$ cat src/rtl/nsum_pkg.sv
// Shared types and constants for the NSUM arbiter slice.
package nsum_pkg;
  localparam int N_W   = 3;
  localparam int SUM_W = 8;
  localparam logic [SUM_W-1:0] ERR_SUM = 8'hFF;

  typedef enum logic [1:0] {
    IDLE  = 2'd0,
    ISSUE = 2'd1,
    WAIT  = 2'd2,
    RESP  = 2'd3
  } arb_state_e;
endpackage

$ cat src/rtl/nsum_arbiter_if.sv
// Requester / engine / response bundle for nsum_arbiter; master = arbiter side.
interface nsum_arbiter_if #(parameter int NUM_REQ = 4);
  localparam int ID_W = $clog2(NUM_REQ);

  logic [NUM_REQ-1:0]                     req_valid;
  logic [NUM_REQ-1:0]                     req_ready;
  logic [NUM_REQ-1:0][nsum_pkg::N_W-1:0]  req_n;
  logic [nsum_pkg::N_W-1:0]               eng_N;
  logic                                   eng_N_valid;
  logic                                   eng_sum_valid;
  logic [nsum_pkg::SUM_W-1:0]             eng_sum;
  logic                                   resp_valid;
  logic                                   resp_ready;
  logic [ID_W-1:0]                        resp_id;
  logic [nsum_pkg::SUM_W-1:0]             resp_sum;
  logic                                   resp_err;
  logic                                   busy;

  modport master (
    input  req_valid, req_n, eng_sum_valid, eng_sum, resp_ready,
    output req_ready, eng_N, eng_N_valid, resp_valid, resp_id, resp_sum, resp_err, busy
  );

  modport slave (
    output req_valid, req_n, eng_sum_valid, eng_sum, resp_ready,
    input  req_ready, eng_N, eng_N_valid, resp_valid, resp_id, resp_sum, resp_err, busy
  );
endinterface

$ cat src/rtl/rr_picker.sv
// Combinational round-robin search: first valid requester at or above rr_ptr, with wrap.
module rr_picker #(
  parameter  int NUM_REQ = 4,
  localparam int ID_W    = $clog2(NUM_REQ)
) (
  input  logic [NUM_REQ-1:0] req_valid,
  input  logic [ID_W-1:0]    rr_ptr,
  output logic [ID_W-1:0]    grant,
  output logic               found
);
  always_comb begin
    logic [ID_W-1:0] idx;
    idx   = '0;
    grant = '0;
    found = 1'b0;
    // Walk offsets from farthest to nearest so the nearest hit overwrites.
    for (int k = NUM_REQ - 1; k >= 0; k--) begin
      idx = ID_W'((int'(rr_ptr) + k) % NUM_REQ);
      if (req_valid[idx]) begin
        grant = idx;
        found = 1'b1;
      end
    end
  end
endmodule

$ cat src/rtl/nsum_arbiter.sv
// Round-robin sequencer sharing one NSUM engine among NUM_REQ requesters.
// Define NSUM_ARB_TIMEOUT_EN to add a WAIT watchdog reporting resp_err.
module nsum_arbiter import nsum_pkg::*; #(
  parameter int NUM_REQ        = 4,
  parameter int TIMEOUT_CYCLES = 64
) (
  input logic            clk,
  input logic            reset,
  nsum_arbiter_if.master bus
);
  localparam int ID_W = $clog2(NUM_REQ);

  arb_state_e       state, state_nx;
  logic [ID_W-1:0]  rr_ptr, cur_id, grant, resp_id_q;
  logic [N_W-1:0]   cur_n;
  logic [SUM_W-1:0] resp_sum_q, sum_nx;
  logic             found, sv_q, rise, done;

  rr_picker #(.NUM_REQ(NUM_REQ)) u_pick (
    .req_valid (bus.req_valid),
    .rr_ptr    (rr_ptr),
    .grant     (grant),
    .found     (found)
  );

  // Only a fresh low-to-high edge counts; sv_q is primed high in ISSUE.
  assign rise = bus.eng_sum_valid & ~sv_q;

`ifdef NSUM_ARB_TIMEOUT_EN
  localparam int CNT_W = $clog2(TIMEOUT_CYCLES + 1);
  logic [CNT_W-1:0] wait_cnt;
  logic             timeout, resp_err_q;

  assign timeout = (wait_cnt == CNT_W'(TIMEOUT_CYCLES - 1));
  assign done    = rise | timeout;
  assign sum_nx  = rise ? bus.eng_sum : ERR_SUM;

  always_ff @(posedge clk or negedge reset) begin
    if (!reset) begin
      wait_cnt   <= '0;
      resp_err_q <= 1'b0;
    end else begin
      if (state == ISSUE)     wait_cnt <= '0;
      else if (state == WAIT) wait_cnt <= wait_cnt + 1'b1;
      // A rise in the timeout cycle wins: no error.
      if (state == WAIT && done) resp_err_q <= ~rise;
    end
  end

  assign bus.resp_err = resp_err_q;
`else
  assign done         = rise;
  assign sum_nx       = bus.eng_sum;
  assign bus.resp_err = 1'b0;
`endif

  always_ff @(posedge clk or negedge reset) begin
    if (!reset) state <= IDLE;
    else        state <= state_nx;
  end

  always_comb begin
    state_nx = state;
    case (state)
      IDLE:    if (found)          state_nx = ISSUE;
      ISSUE:                       state_nx = WAIT;
      WAIT:    if (done)           state_nx = RESP;
      RESP:    if (bus.resp_ready) state_nx = IDLE;
      default:                     state_nx = IDLE;
    endcase
  end

  always_ff @(posedge clk or negedge reset) begin
    if (!reset) begin
      rr_ptr     <= '0;
      cur_id     <= '0;
      cur_n      <= '0;
      sv_q       <= 1'b0;
      resp_id_q  <= '0;
      resp_sum_q <= '0;
    end else begin
      sv_q <= (state == ISSUE) ? 1'b1 : bus.eng_sum_valid;
      if (state == IDLE && found) begin
        cur_id <= grant;
        cur_n  <= bus.req_n[grant];
      end
      if (state == WAIT && done) begin
        resp_id_q  <= cur_id;
        resp_sum_q <= sum_nx;
      end
      if (state == RESP && bus.resp_ready)
        rr_ptr <= ID_W'((int'(cur_id) + 1) % NUM_REQ);
    end
  end

  // Grant strobe is combinational in IDLE, masked while reset is held.
  always_comb begin
    bus.req_ready = '0;
    if (reset && state == IDLE && found) bus.req_ready[grant] = 1'b1;
  end

  assign bus.eng_N       = cur_n;
  assign bus.eng_N_valid = (state == ISSUE);
  assign bus.resp_valid  = (state == RESP);
  assign bus.resp_id     = resp_id_q;
  assign bus.resp_sum    = resp_sum_q;
  assign bus.busy        = (state != IDLE);
endmodule

$ cat src/flat_wrapper.sv
// flat-port wrapper written by rule: the top's interface ports become plain ports
module nsum_arbiter_flat import nsum_pkg::*;
#(
  parameter int NUM_REQ        = 4,
  parameter int TIMEOUT_CYCLES = 64
)
  (clk, reset, bus_req_valid, bus_req_n, bus_eng_sum_valid, bus_eng_sum, bus_resp_ready, bus_req_ready, bus_eng_N, bus_eng_N_valid, bus_resp_valid, bus_resp_id, bus_resp_sum, bus_resp_err, bus_busy);
  nsum_arbiter_if #(.NUM_REQ(NUM_REQ)) bus_i ();
  input logic clk;
  input logic reset;
  input wire logic [$bits(bus_i.req_valid)-1:0] bus_req_valid;
  input wire logic [$bits(bus_i.req_n)-1:0] bus_req_n;
  input wire logic [$bits(bus_i.eng_sum_valid)-1:0] bus_eng_sum_valid;
  input wire logic [$bits(bus_i.eng_sum)-1:0] bus_eng_sum;
  input wire logic [$bits(bus_i.resp_ready)-1:0] bus_resp_ready;
  output wire logic [$bits(bus_i.req_ready)-1:0] bus_req_ready;
  output wire logic [$bits(bus_i.eng_N)-1:0] bus_eng_N;
  output wire logic [$bits(bus_i.eng_N_valid)-1:0] bus_eng_N_valid;
  output wire logic [$bits(bus_i.resp_valid)-1:0] bus_resp_valid;
  output wire logic [$bits(bus_i.resp_id)-1:0] bus_resp_id;
  output wire logic [$bits(bus_i.resp_sum)-1:0] bus_resp_sum;
  output wire logic [$bits(bus_i.resp_err)-1:0] bus_resp_err;
  output wire logic [$bits(bus_i.busy)-1:0] bus_busy;
  assign bus_i.req_valid = bus_req_valid;
  assign bus_i.req_n = bus_req_n;
  assign bus_i.eng_sum_valid = bus_eng_sum_valid;
  assign bus_i.eng_sum = bus_eng_sum;
  assign bus_i.resp_ready = bus_resp_ready;
  assign bus_req_ready = bus_i.req_ready;
  assign bus_eng_N = bus_i.eng_N;
  assign bus_eng_N_valid = bus_i.eng_N_valid;
  assign bus_resp_valid = bus_i.resp_valid;
  assign bus_resp_id = bus_i.resp_id;
  assign bus_resp_sum = bus_i.resp_sum;
  assign bus_resp_err = bus_i.resp_err;
  assign bus_busy = bus_i.busy;
  nsum_arbiter #(.NUM_REQ(NUM_REQ), .TIMEOUT_CYCLES(TIMEOUT_CYCLES)) u_core (.clk(clk), .reset(reset), .bus(bus_i));
endmodule
$ cat config.mk
export PLATFORM = sky130hd
export DESIGN_NAME = nsum_arbiter_flat
export DESIGN_NICKNAME = d
export VERILOG_FILES = /design/src/rtl/nsum_pkg.sv /design/src/rtl/nsum_arbiter_if.sv /design/src/rtl/rr_picker.sv /design/src/rtl/nsum_arbiter.sv /design/src/flat_wrapper.sv
export SDC_FILE = /design/constraint.sdc
export NUM_CORES = 1
export LEC_CHECK = 0
export CORE_MARGIN = 4
export CORE_UTILIZATION = 40
export DETAILED_ROUTE_END_ITERATION = 16
export GPL_TIMING_DRIVEN = 0
export PLACE_DENSITY = 0.84
export SYNTH_ARGS = -nofsm -noshare
export SYNTH_HDL_FRONTEND = slang
export SYNTH_SLANG_ARGS = --single-unit
$ cat constraint.sdc
create_clock -name clk -period 2.2 [get_ports clk]
set_clock_uncertainty 0.2 [all_clocks]
set_input_delay 0.33 -clock clk [delete_from_list [all_inputs] [get_ports clk]]
set_output_delay 0.33 -clock clk [all_outputs]
set_load 0.03 [all_outputs]
# Yosys cells after proc, flatten, opt, wreduce, memory -nomap -nowiden
# Index checks and enable logic that the tools add are counted.
# Widths: inputs -> output; s select.
[totals] word_cells=60 output_inout_bits=21 reg_bits=20 in_bits=28
[op_classes] n_mux=26 reduce_logical=9 n_bitwise=2 magnitude_cmp=6 addsub=4 eq_ne=6
[op_table] cell="$lt 2x3->1 const B" count=5
[op_table] cell="$mux 2" count=7
[op_table] cell="$mux 1" count=10
[op_table] cell="$bmux 1 s2" count=4
[op_table] cell="$pmux 2 s4" count=1
[op_table] cell="$bmux 3 s2" count=1
[op_table] cell="$logic_and 1x1->1" count=6
[op_table] cell="$add 2x1->2 const B" count=2
[op_table] cell="$add 2x2->2 const B" count=2
[op_table] cell="$eq 2x2->1 const B" count=2
[op_table] cell="$mux 4" count=1
[op_table] cell="$ne 2x1->1 const B" count=2
[op_table] cell="$mux 3" count=1
[op_table] cell="$reduce_and 3->1" count=1
[op_table] cell="$demux 1 s2" count=1
[op_table] cell="$eq 2x1->1 const B" count=1
[op_table] cell="$ge 2x1->1 const B" count=1
[op_table] cell="$logic_not 2->1" count=1
[op_table] cell="$ne 2x2->1 const B" count=1
[op_table] cell="$reduce_bool 2->1" count=1
[op_table] cell="$and 1x1->1" count=1
[op_table] cell="$not 1->1" count=1

# Longest topological paths before layout
# Gate-level depths: netlist (run 1).
[logic_depth] word_depth=12 ltp_mapped=6

# By module
# A second synthesis (run 1) with hierarchy kept.
[unflattened] cells_unflattened=85 area_unflattened_um2=1038.5
[modules_own_cells] mod="nsum_arbiter" n_inst=1 area_each_um2=960.9 cells_per_inst=72 seq_area_each_um2=500.5
[modules_own_cells] mod="rr_picker" n_inst=1 area_each_um2=77.6 cells_per_inst=13 seq_area_each_um2=0.0

# Least setup slack after synthesis (run 1)
# Ideal clock, no wire load.
[synth_timing] kind="register to output" startpoint="register u_core.state[0]" endpoint="output port bus_req_ready[1]" arrival_time_ps=1571 path_buffers=0 stages_incl_launch_ff=7 setup_slack_ps=99 path_cell_list="dfrtp_1 > inv_1 > ha_1 > inv_1 > nor2_1 > nand3_1 > nor2_1"
[synth_via] elab_chain_len=4
[synth_rtl] element="from (decl)" line_no="nsum_arbiter.sv:13" text="arb_state_e state, state_nx;"
[synth_rtl] element="from (signal assigned)" line_no="nsum_arbiter.sv:59" text="else state <= state_nx;"
[synth_rtl] element="$logic_not 2->1" line_no="nsum_arbiter.sv:99" text="if (reset && state == IDLE && found) bus.req_ready[grant] = 1'b1;"
[synth_rtl] element="$logic_and 1x1->1 (2 in a row)" line_no="nsum_arbiter.sv:99"
[synth_rtl] element="$mux 4" line_no="nsum_arbiter.sv:99"
[synth_rtl] element="to (decl)" line_no="flat_wrapper.sv:16" text="output wire logic [$bits(bus_i.req_ready)-1:0] bus_req_ready;"
# Every way passes these cells.

# Worst setup path after layout (run 1)
[layout_timing] startpoint="input port bus_req_valid[0]" endpoint="output port bus_req_ready[1]"
[layout_via] elab_chain_len=11 word_cells_on_any_way=23 classes_between="order compare (2); mux (19); reduce/logical (2)"
[layout_rtl] element="from (decl)" line_no="flat_wrapper.sv:11" text="input wire logic [$bits(bus_i.req_valid)-1:0] bus_req_valid;"
[layout_rtl] element="$bmux 1 s2" line_no="rr_picker.sv:19" text="if (req_valid[idx]) begin"
[layout_rtl] element="$mux 1 (not written as such)" line_no="rr_picker.sv:19"
[layout_rtl] element="$mux 2 (4 in a row)" line_no="rr_picker.sv:19"
[layout_rtl] element="$lt 2x3->1 (not written as such) / $ge 2x1->1 (equally long branches)" line_no="nsum_arbiter.sv:99"
[layout_rtl] element="$logic_and 1x1->1 (not written as such)" line_no="nsum_arbiter.sv:99"
[layout_rtl] element="$mux 1 (not written as such)" line_no="nsum_arbiter.sv:99"
[layout_rtl] element="$demux 1 s2"
[layout_rtl] element="$mux 4 (*)" line_no="nsum_arbiter.sv:99"
# Every way passes the cells marked *; elsewhere a longest branch is shown, timed or not. The select of a mux whose other input is x is not followed.

==> results of run 1 <==
-- tightest hold or removal path, delay by kind of cell, from the launching register on --
family | cells | cell delay (ps)
AO/OA/AOI/OAI | 1 | 60
AND/OR/NAND/NOR | 1 | 50
flip-flops | 1 | 360
-- sequential cells by signal, indices dropped and copies added, names as in the netlist --
name and flops:
u_core.bus.resp_sum 8, u_core.bus.eng_N 3, u_core.state 2, u_core.cur_id 2
u_core.bus.resp_id 2, u_core.rr_ptr 2, u_core.sv_q 1
-- metrics by stage --
step                      instance area (µm²)  TNS [ps]
after floorplan                          1050         0
after global placement                   1560     -3210
after detailed placement                 1560     -3520
after CTS                                1640         0
after global routing                     1680     -59.9
final                                    1680         0
-- worst max-delay path by stage --
stage,startpoint,end,cells after the start
global placement,reset,bus_req_ready[3],4
CTS,u_core.rr_ptr[0]$_DFFE_PN0P_,bus_req_ready[2],7
floorplan,u_core.state[0]$_DFFE_PN0P_,bus_req_ready[1],6
global route,u_core.state[1]$_DFFE_PN0P_,bus_req_ready[1],7
finish,bus_req_valid[0],bus_req_ready[1],6
detailed placement,reset,bus_req_ready[2],4
-- cell type report --
cell class | instances | area [µm²]
Fill cell | 210 | 795
Multi-Input combinational cell | 67 | 554
Timing Repair Buffer | 54 | 508
Sequential cell | 20 | 502
Tap cell | 30 | 37.5
Clock buffer | 4 | 36.3
Buffer | 3 | 22.5
Inverter | 6 | 22.5
-- cell families (layout without fill, tap and decap cells) --
group / after synthesis / after routing / share of synthesized area [%]
fa+ha+maj: 5 / 5 / 5.97
other cells: 1 / 1 / 0.358
simple gates: 26 / 26 / 12.2
xor+xnor: 1 / 1 / 0.836
flops: 20 / 20 / 47.8
buf+inv: 9 / 67 / 4.30
mux: 16 / 16 / 16.5
compound gates: 18 / 18 / 12.1
-- power breakdown --
group / internal [mW] / switching [mW] / leakage, nW
logic: 0.629 / 0.735 / 0.511
registers: 0.550 / 0.121 / 0.240
clock network: 0.101 / 0.105 / 0.0210
total: 1.28 / 0.961 / 0.772
-- repair_timing --
item,in CTS,in global routing
hold endpoints to repair,20,0
buffers inserted,3,3
setup endpoints to repair,7,4
gates resized for setup,44,4
pin swaps,3,3
hold buffers,1,0
-- layer usage --
layer | GRT usage, % | share of wire (%) | up-vias
li1 | - | - | 453
met1 | 19.2 | 40 | 425
met2 | 28.2 | 51 | 32
met3 | 5.23 | 8.7 | 2
met4 | 4.85 | 0.52 | 0
met5 | 0 | 0 | -
-- placed cells by master, fill, tap and decap left out, types with 2 or more instances in the layout --
master and count:
a21oi_1 2, a21oi_2 2, a31oi_1 2, buf_4 11, clkbuf_4 3, clkdlybuf4s50_1 35
dfrtp_1 19, dlygate4sd2_1 7, ha_1 4, inv_1 3, inv_2 3, mux2_2 10
mux2i_1 6, nand2_1 9, nand2b_1 2, nand2b_4 2, nor2_1 5, o21ai_0 4
o221ai_1 3
==> qor.txt, run 1 <==
STATUS
-------------------------------------------------------------------------------------------------
Status                                                                               finished clean

WORST SETUP PATH
-------------------------------------------------------------------------------------------------
Worst setup slack for register-to-register paths                                           230 ps
Highest-delay cell along the critical path                                                 nor4_2
WP buf/inv                                                                                      2
Slowest cell delay on critical path                                                        510 ps
Critical path start-end classification                                               primary input to output port
Worst path cell trace                                                                dlygate4sd2_1 > nor4_2 > nor2_4 > nand3_1 > nor2_1 > buf_4
Worst-path fanout max                                                                           4
Delay-heaviest family, CP                                                            simple AND/OR/NAND/NOR gates
Arrival time reported for the critical path endpoint                                      1590 ps
Worst Setup Start Kind                                                               primary input
Worst-case reg-to-reg path depth                                                                5
Critical register-to-register path endpoint                                          u_core.bus.resp_sum[5]$_DFFE_PN0P_
Setup crit end kind                                                                   output port
Launching point of the worst reg2reg path                                            u_core.state[1]$_DFFE_PN0P_
Required time of the worst setup path                                                     1670 ps

CTS
-------------------------------------------------------------------------------------------------
Worst skew pair latency                                                                    290 ps
CTS sink cnt                                                                                   20
TritonCTS clock tree                                                                        built
Number of buffers on the longest clock path                                                     2
H-tree level count                                                                              1
Clock transition at path regs                                                              110 ps
Clock root cell                                                                          clkbuf_4
CTS Buf Count                                                                                   3

GRT
-------------------------------------------------------------------------------------------------
Vias in the first global route                                                                953
Global-route wire length before repair                                                    4320 µm
Number of antenna violations at the first check in global routing                               0
Global-route usage over all layers                                                          16.3%
Global route total overflow                                                                     0
Largest net degree at the start of global routing                                              21

YOSYS
-------------------------------------------------------------------------------------------------
Async set-or-reset flop fraction in the synthesized netlist                                  100%
Proportion of netlist area held by the largest area contributor                             47.8%
Main area contributors after synthesis                                               dfrtp_1, mux2_2, ha_1, mux2i_1, nand2_1
Library cell occupying the most area in the post-synthesis netlist                        dfrtp_1
Most frequent cell after synthesis                                                        dfrtp_1
Gate Count Post-Synth                                                                          96
Number of distinct library cell variants in the gate-level netlist after synthesis             30
Flip-flop cell with the highest count after synthesis                                     dfrtp_1
Most instantiated cells after synthesis                                              dfrtp_1, mux2_2, nand2_1
Number of register bits inferred by synthesis                                                  20
Mean post-synth cell area                                                                10.9 µm²
YS warnings                                                                                     0
Synthesized Nets                                                                              129
Sequential fraction of the synthesis area                                                   47.8%
Post-synth EDFFs                                                                                0
Netlist area before placement                                                            1050 µm²

TIMING
-------------------------------------------------------------------------------------------------
Portion of the clock cycle consumed by the worst path in the final layout                   96.2%
Worst Hold Margin                                                                          305 ps
Final worst setup slack                                                                   83.5 ps
Worst-case headroom to the max-slew limit                                                   41.0%
Highest achievable clock rate                                                           0.472 GHz
Max Slew Vio Count                                                                              0
Fin. Hold Viols                                                                                 0
Period minus WS final                                                                     2120 ps
Worst Tran Pin Value                                                                       882 ps
Setup repair after global routing missed its margin                                           yes
Endpoints failing setup                                                                         0

RUN
-------------------------------------------------------------------------------------------------
Maxcap violations                                                                               0

DIE
-------------------------------------------------------------------------------------------------
Number of top-level design ports                                                               49
Overall die height                                                                        59.2 µm
Width of the chip                                                                         59.2 µm
Placement row count                                                                            18
DIE AREA                                                                                 3500 µm²
Floorplan Core Area                                                                      2480 µm²
Initial cell density of the core                                                            42.3%

DRT
-------------------------------------------------------------------------------------------------
Initial DRT Pass Iterations                                                                     4
Number of vias in the routed layout                                                           912
Routed WL                                                                                 2710 µm
Mean number of vias per cell                                                                 4.96
WL per Instance                                                                           14.7 µm
Routed Antenna Nets                                                                             0
Initial drt markers                                                                            11
Drt drc                                                                                         0

MIN PATH
-------------------------------------------------------------------------------------------------
Endpoint with the worst hold slack                                                   u_core.bus.eng_N[1]$_DFFE_PN0P_
Worst hold path cell count                                                                      2
HP Start                                                                             u_core.bus.eng_N[1]$_DFFE_PN0P_
Worst hold path class                                                                flip-flop to flip-flop

PLACE
-------------------------------------------------------------------------------------------------
Number of instances in the placed design                                                      173
Half-perimeter wire length after detailed placement                                       2080 µm
Number of buffer cells added on primary ports                                                  47
Final weighted congestion in routability-driven placement                                   0.828
Worst slack after detailed placement                                                      -904 ps

LAYOUT
-------------------------------------------------------------------------------------------------
Synth-to-layout area growth                                                                 60.7%
Proportion of layout cells with a drive suffix above 1                                      26.6%
Count of antenna diodes in the layout                                                           0
Final cell count without fillers                                                              184
Final cell utilization of the core                                                          67.9%
Count of nets after finishing                                                                 188

POWER AND IR DROP
-------------------------------------------------------------------------------------------------
Power Dens Cells                                                                      1330 nW/µm²
Total design power                                                                        2.24 mW
Worst supply voltage drop on vdd                                                           926 µV
Leak                                                                                     0.772 nW

No activity file was read; power rests on OpenSTA's default activity.
==> run 2, diff against run 1 <==
GPL_TIMING_DRIVEN = default   (was 0)
==> qor.txt, run 2 (synthesized netlist as in run 1, its figures left out) <==
CTS
----------------------------------------------------------------------------------------
Clock root cell                                                                 clkbuf_4
Clock transition at path regs                                                     120 ps   about the same
Worst skew pair latency                                                           300 ps   about the same
CTS sink cnt                                                                          20   unchanged
Number of buffers on the longest clock path                                            2   unchanged
Number of buffers inserted by hold repair at cts                                       0   -1
CTS Buf Count                                                                          3   unchanged
TritonCTS clock tree                                                               built
H-tree level count                                                                     1   unchanged

DRT
----------------------------------------------------------------------------------------
Initial DRT Pass Iterations                                                            4   unchanged
Routed WL                                                                        2720 µm   +0.44%
Drt drc                                                                                0   unchanged
Number of vias in the routed layout                                                  951   +4.3%
Mean number of vias per cell                                                        5.11   +3.2%
Initial drt markers                                                                   24   +13
Routed Antenna Nets                                                                    0   unchanged
WL per Instance                                                                  14.6 µm   -0.64%

TIMING
----------------------------------------------------------------------------------------
Setup TNS after final layout                                                        0 ps   unchanged
Max Slew Vio Count                                                                     0   unchanged
Portion of the clock cycle consumed by the worst path in the final layout           100%   +3.8 points
Endpoints failing setup                                                                0   unchanged
Highest achievable clock rate                                                  0.455 GHz   -3.8%
Setup repair after global routing missed its margin                                  yes
Period minus WS final                                                            2200 ps   +83.4 ps
Fin. Hold Viols                                                                        0   unchanged
Worst Hold Margin                                                                 272 ps   -32.7 ps

WORST SETUP PATH
----------------------------------------------------------------------------------------
Required time of the worst setup path                                            1670 ps   about the same
Critical register-to-register path endpoint                                 u_core.state[0]$_DFFE_PN0P_
Highest-delay cell along the critical path                                       dfrtp_1
Delay-heaviest family, CP                                                     flip-flops
Worst-case reg-to-reg path depth                                                       5   unchanged
WP buf/inv                                                                             3   +1
Worst setup slack for register-to-register paths                                  300 ps   +70 ps
Worst path cell trace                                                       inv_2 > ha_2 > inv_1 > nor2_4 > nand3_1 > nor2_1 > buf_4
Slowest cell delay on critical path                                               430 ps   -80 ps
Critical Path Source                                                        u_core.state[0]$_DFFE_PN0P_
Setup crit end kind                                                          output port
Arrival time reported for the critical path endpoint                             1670 ps   +80 ps
Worst-path fanout max                                                                  4   unchanged
Worst Setup Start Kind                                                         flip-flop
Launching point of the worst reg2reg path                                   u_core.state[0]$_DFFE_PN0P_
Critical path start-end classification                                      flip-flop to output port

LAYOUT
----------------------------------------------------------------------------------------
Final cell utilization of the core                                                 68.3%   +0.35 points
Proportion of layout cells with a drive suffix above 1                             27.6%   +0.94 points
Leading cell type in the layout, fill and taps excluded                     clkdlybuf4s50_1
Most used cells in the layout excluding fill and tap cells                  clkdlybuf4s50_1, dfrtp_1, buf_4, mux2_2, nand2_1
Count of nets after finishing                                                        190   +1.1%
# fillers                                                                            201   -4.3%
Synth-to-layout area growth                                                        61.5%
Largest register FFs                                                                   8   unchanged
Count of antenna diodes in the layout                                                  0   unchanged

DIE
----------------------------------------------------------------------------------------
Overall die height                                                               59.2 µm   unchanged
Floorplan Core Area                                                             2480 µm²   unchanged
Number of top-level design ports                                                      49   unchanged
DIE AREA                                                                        3500 µm²   unchanged
Placement row count                                                                   18   unchanged
Width of the chip                                                                59.2 µm   unchanged
Initial cell density of the core                                                   42.3%   unchanged

GRT
----------------------------------------------------------------------------------------
Number of antenna violations at the first check in global routing                      0   unchanged
Global route total overflow                                                            0   unchanged
Vias in the first global route                                                       975   +2.3%
Largest net degree at the start of global routing                                     21   unchanged
Global-route wire length before repair                                           4380 µm   +1.4%
Global-route usage over all layers                                                 16.4%   +0.091 points

POWER AND IR DROP
----------------------------------------------------------------------------------------
Leak                                                                            0.782 nW   +1.3%
Power Dens Cells                                                             1320 nW/µm²   -1.1%
Worst supply voltage drop on vdd                                                 1070 µV   +15%

MIN PATH
----------------------------------------------------------------------------------------
Worst hold path class                                                       primary input to asynchronous set/reset pin

PLACE
----------------------------------------------------------------------------------------
Final weighted congestion in routability-driven placement                          0.835   +0.87%
Number of buffer cells added on primary ports                                         47   unchanged
Half-perimeter wire length after detailed placement                              2170 µm   +4.4%

RUN
----------------------------------------------------------------------------------------
Maxcap violations                                                                      0   unchanged

STATUS
----------------------------------------------------------------------------------------
Status                                                                      finished clean

run 2: area by class of cell:
| type | instances | area [µm²] | share of cell area [%] |
|---|---|---|---|
| Clock buffer | 4 | 36.3 | 2.14 |
| Inverter | 6 | 22.5 | 1.33 |
| Multi-Input combinational cell | 67 | 553 | 32.7 |
| Sequential cell | 20 | 500 | 29.6 |
| Tap cell | 30 | 37.5 | 2.22 |
| Timing Repair Buffer | 59 | 542 | 32.0 |
run 2: how the worst max path moves through the flow:
stage	depth (start not counted)	to	slack, ps
after floorplan	6	bus_req_ready[1]	100
after global placement	7	bus_req_ready[1]	-100
after detailed placement	7	bus_req_ready[3]	-170
after CTS	7	bus_req_ready[1]	4
after global routing	7	bus_req_ready[3]	-100
final	7	bus_req_ready[3]	0.2
run 2: power breakdown:
part           switching (mW)  internal, mW
Sequential              0.129         0.547
Combinational           0.722         0.613
Clock                   0.115         0.101
Total                   0.966          1.26
run 2: through the flow:
stage	cell area [µm²]	power (mW)	setup slack (ps)	cells
after floorplan	1050	1.44	99.3	96
after detailed placement	1590	1.97	-165	179
final	1690	2.23	0.160	186
after global placement	1590	1.92	-99.0	179
after global routing	1690	2.40	-95.6	186
after CTS	1660	2.20	3.54	183
run 2: repair_timing:
action	CTS	global route
setup buffers	0	3
setup endpoints to repair	7	4
pin swaps	3	4
gates resized for setup	19	2
gates cloned	0	0
run 2: layer usage:
metal | vias up | share of wire [%] | GRT usage, %
met3 | 0 | 9.6 | 4.36
met1 | 463 | 39 | 19.9
met4 | 0 | 0 | 5.50
li1 | 456 | - | -
met5 | - | 0 | 0
met2 | 32 | 52 | 28.1
==> run 3, diff against run 2 <==
ABC_AREA = 1   (was default)
CORE_UTILIZATION = 44   (was 40)
PLACE_DENSITY = 0.86   (was 0.84)
==> qor.txt, run 3 <==
CTS
-------------------------------------------------------------------------------------------------
Clock root cell                                                                          clkbuf_4
CTS Buf Count                                                                                   3   unchanged
Number of buffers on the longest clock path                                                     2   unchanged
Worst skew pair latency                                                                    300 ps   about the same
H-tree level count                                                                              1   unchanged
CTS sink cnt                                                                                   20   unchanged
Clock transition at path regs                                                              110 ps   about the same
Number of buffers inserted by hold repair at cts                                                0   unchanged
TritonCTS clock tree                                                                        built

WORST SETUP PATH
-------------------------------------------------------------------------------------------------
Worst-path fanout max                                                                           6   +2
Required time of the worst setup path                                                     1670 ps   about the same
Critical path start-end classification                                               flip-flop to output port
Critical register-to-register path endpoint                                          u_core.bus.eng_N[0]$_DFFE_PN0P_
Critical Path Source                                                                 u_core.rr_ptr[0]$_DFFE_PN0P_
Highest-delay cell along the critical path                                                dfrtp_2
Slowest cell delay on critical path                                                        480 ps   +50 ps
Worst Setup Start Kind                                                                  flip-flop
End of the critical path                                                             bus_req_ready[0]
Worst-case reg-to-reg path depth                                                               11   +6
Setup crit end kind                                                                   output port
Arrival time reported for the critical path endpoint                                      2010 ps   +340 ps
Worst setup slack for register-to-register paths                                            70 ps   -230 ps
Launching point of the worst reg2reg path                                            u_core.rr_ptr[0]$_DFFE_PN0P_
Worst path cell trace                                                                buf_6 > nand2_2 > o21ai_1 > or2_4 > nor3_4 > nor2_4 > inv_2 > nor2_4 > nand2_2 > nor2_2 > buf_6

YOSYS
-------------------------------------------------------------------------------------------------
Post-synth EDFFs                                                                                0   unchanged
Proportion of netlist area held by the largest area contributor                             38.8%   -9.0 points
Number of register bits inferred by synthesis                                                  20   unchanged
Async set-or-reset flop fraction in the synthesized netlist                                  100%   unchanged
Most instantiated cells after synthesis                                              nand2_1, dfrtp_1, inv_1
Main area contributors after synthesis                                               dfrtp_1, nand2_1, mux2_2, inv_1, nand3_1
Gate Count Post-Synth                                                                         159   +66%
Number of distinct library cell variants in the gate-level netlist after synthesis             31   +3.3%
Mean post-synth cell area                                                                8.11 µm²   -26%
Netlist area before placement                                                            1290 µm²   +23%
Synthesized Nets                                                                              192   +49%
Flip-flop cell with the highest count after synthesis                                     dfrtp_1
Most frequent cell after synthesis                                                        nand2_1
Sequential fraction of the synthesis area                                                   38.8%   -9.0 points
YS warnings                                                                                     0   unchanged
Library cell occupying the most area in the post-synthesis netlist                        dfrtp_1

DRT
-------------------------------------------------------------------------------------------------
Drt drc                                                                                         0   unchanged
Routed Antenna Nets                                                                             0   unchanged
Number of vias in the routed layout                                                         1,289   +36%
Mean number of vias per cell                                                                 4.90   -4.1%
WL per Instance                                                                           13.2 µm   -9.8%
Routed WL                                                                                 3470 µm   +28%
Initial DRT Pass Iterations                                                                     4   unchanged
Initial drt markers                                                                            72   +200%

TIMING
-------------------------------------------------------------------------------------------------
Endpoints failing setup                                                                         4   +4
Setup repair after global routing missed its margin                                           yes
Period minus WS final                                                                     2540 ps   +336 ps
Fin. Hold Viols                                                                                 0   unchanged
Portion of the clock cycle consumed by the worst path in the final layout                    115%   +15 points
Highest achievable clock rate                                                           0.394 GHz   -13%
Final worst setup slack                                                                   -335 ps   -336 ps
Setup TNS after final layout                                                             -1210 ps   -1210 ps
Max Slew Vio Count                                                                              0   unchanged

DIE
-------------------------------------------------------------------------------------------------
Width of the chip                                                                         62.1 µm   +5.0%
Initial cell density of the core                                                            46.3%   +4.1 points
Floorplan Core Area                                                                      2780 µm²   +12%
Number of top-level design ports                                                               49   unchanged
DIE AREA                                                                                 3860 µm²   +10%
Placement row count                                                                            19   +1
Overall die height                                                                        62.1 µm   +5.0%

LAYOUT
-------------------------------------------------------------------------------------------------
# fillers                                                                                     207   +3.0%
Multi-input gate area in the final layout                                                 793 µm²   +43%
Synth-to-layout area growth                                                                 65.6%
Final cell count without fillers                                                              263   +41%
Largest register FFs                                                                            8   unchanged
Most used cells in the layout excluding fill and tap cells                           clkdlybuf4s50_1, nand2_1, buf_4, dfrtp_1, inv_1
Leading cell type in the layout, fill and taps excluded                              clkdlybuf4s50_1
Count of nets after finishing                                                                 266   +40%
FF+latch area                                                                             503 µm²   +0.50%
Count of antenna diodes in the layout                                                           0   unchanged
Proportion of layout cells with a drive suffix above 1                                      37.1%   +9.5 points
Final cell utilization of the core                                                          76.7%   +8.5 points

MIN PATH
-------------------------------------------------------------------------------------------------
Worst hold path class                                                                primary input to asynchronous set/reset pin

PLACE
-------------------------------------------------------------------------------------------------
Half-perimeter wire length after detailed placement                                       2360 µm   +9.0%
Number of instances in the placed design                                                      247   +38%
Worst slack after detailed placement                                                      -275 ps   -110 ps
Final weighted congestion in routability-driven placement                                   0.837   +0.26%
Number of buffer cells added on primary ports                                                  47   unchanged

STATUS
-------------------------------------------------------------------------------------------------
Failing checks                                                                       negative setup slack
Status                                                                               finished, violations left

POWER AND IR DROP
-------------------------------------------------------------------------------------------------
Leak                                                                                      1.05 nW   +35%
Power Dens Cells                                                                      1620 nW/µm²   +23%
Worst supply voltage drop on vdd                                                          1210 µV   +13%

RUN
-------------------------------------------------------------------------------------------------
Maxcap violations                                                                               0   unchanged

GRT
-------------------------------------------------------------------------------------------------
Global route total overflow                                                                     0   unchanged
Number of antenna violations at the first check in global routing                               0   unchanged
Global-route usage over all layers                                                          18.2%   +1.7 points
Global-route wire length before repair                                                    5800 µm   +32%
Vias in the first global route                                                              1,318   +35%
Largest net degree at the start of global routing                                              21   unchanged

## run 3: cell count changes after synthesis, moves of 3 or more
cell      previous run  this run
nand2_2              0         8
o21ai_1              0         4
nor2_1               6         2
inv_2                0         4
mux2i_1              6         0
nand2_1              9        45
o221ai_1             3         0
inv_1                6        19
nand3_1              2        14
nand2b_1             3         0
## run 3: cell families after synthesis
| logic type | synth area share [%] |
|---|---|
| adder cells (fa/ha/maj) | 4.85 |
| buffers and inverters | 8.83 |
| AND/OR/NAND/NOR | 31.6 |
| flip-flops | 38.8 |
| other | 0.291 |
| AO/OA/AOI/OAI | 7.28 |
| multiplexers | 6.99 |
| XOR/XNOR | 1.36 |
## run 3: layout make-up
type / instances / share of cell area (%)
well taps: 31 / 1.82
multi-input cells: 112 / 37.2
flip-flops and latches: 20 / 23.6
clock buffers: 4 / 1.70
inverters: 23 / 4.16
repair buffers: 73 / 31.6
## run 3: worst min path at each step
stage	startpoint	endpoint	slack, ps
final	reset	u_core.cur_id[0]$_DFFE_PN0P_	260
after global placement	u_core.bus.resp_id[0]$_DFFE_PN0P_	u_core.bus.resp_id[0]$_DFFE_PN0P_	280
after global routing	reset	u_core.bus.resp_id[1]$_DFFE_PN0P_	270
after detailed placement	u_core.bus.resp_id[1]$_DFFE_PN0P_	u_core.bus.resp_id[1]$_DFFE_PN0P_	280
after floorplan	reset	u_core.bus.eng_N[0]$_DFFE_PN0P_	-170
after CTS	reset	u_core.cur_id[0]$_DFFE_PN0P_	260
## run 3: timing repair
| action | in CTS | in global routing |
|---|---|---|
| endpoints found under the hold margin | 0 | 0 |
| cloned | 0 | 0 |
| resized for setup | 28 | 14 |
| setup endpoints to repair | 6 | 7 |
| buffers inserted | 9 | 4 |
| pin swaps | 14 | 6 |
## run 3: report_power, final
| group | leakage [nW] | internal [mW] | switching [mW] |
|---|---|---|---|
| logic | 0.790 | 1.16 | 1.41 |
| clock network | 0.0210 | 0.101 | 0.111 |
| registers | 0.241 | 0.551 | 0.138 |
## run 3: routing by layer
layer | global-route usage (%) | vias to the layer above | routed length (µm)
met5 | 0 | - | 0
met4 | 6.50 | 0 | 47
met3 | 5.23 | 5 | 237
met2 | 32.4 | 39 | 1800
met1 | 20.2 | 597 | 1390
li1 | - | 648 | -
## run 3: per-stage QoR
stage          cell area [µm²]  total power [mW]  hold WS (ps)
5_1_grt                   2130              3.73           272
6_report                  2130              3.47           255
4_1_cts                   2060              3.31           258
2_1_floorplan             1300              2.02          -166
3_5_place_dp              1870              2.78           282
3_3_place_gp              1870              2.74           275
## run 3: worst max-delay path, delay by kind of cell, from the launching register on
family,cells,cell delay [ps]
AND/OR/NAND/NOR,7,800
flip-flops,1,480
buffers and inverters,3,350
AO/OA/AOI/OAI,1,90
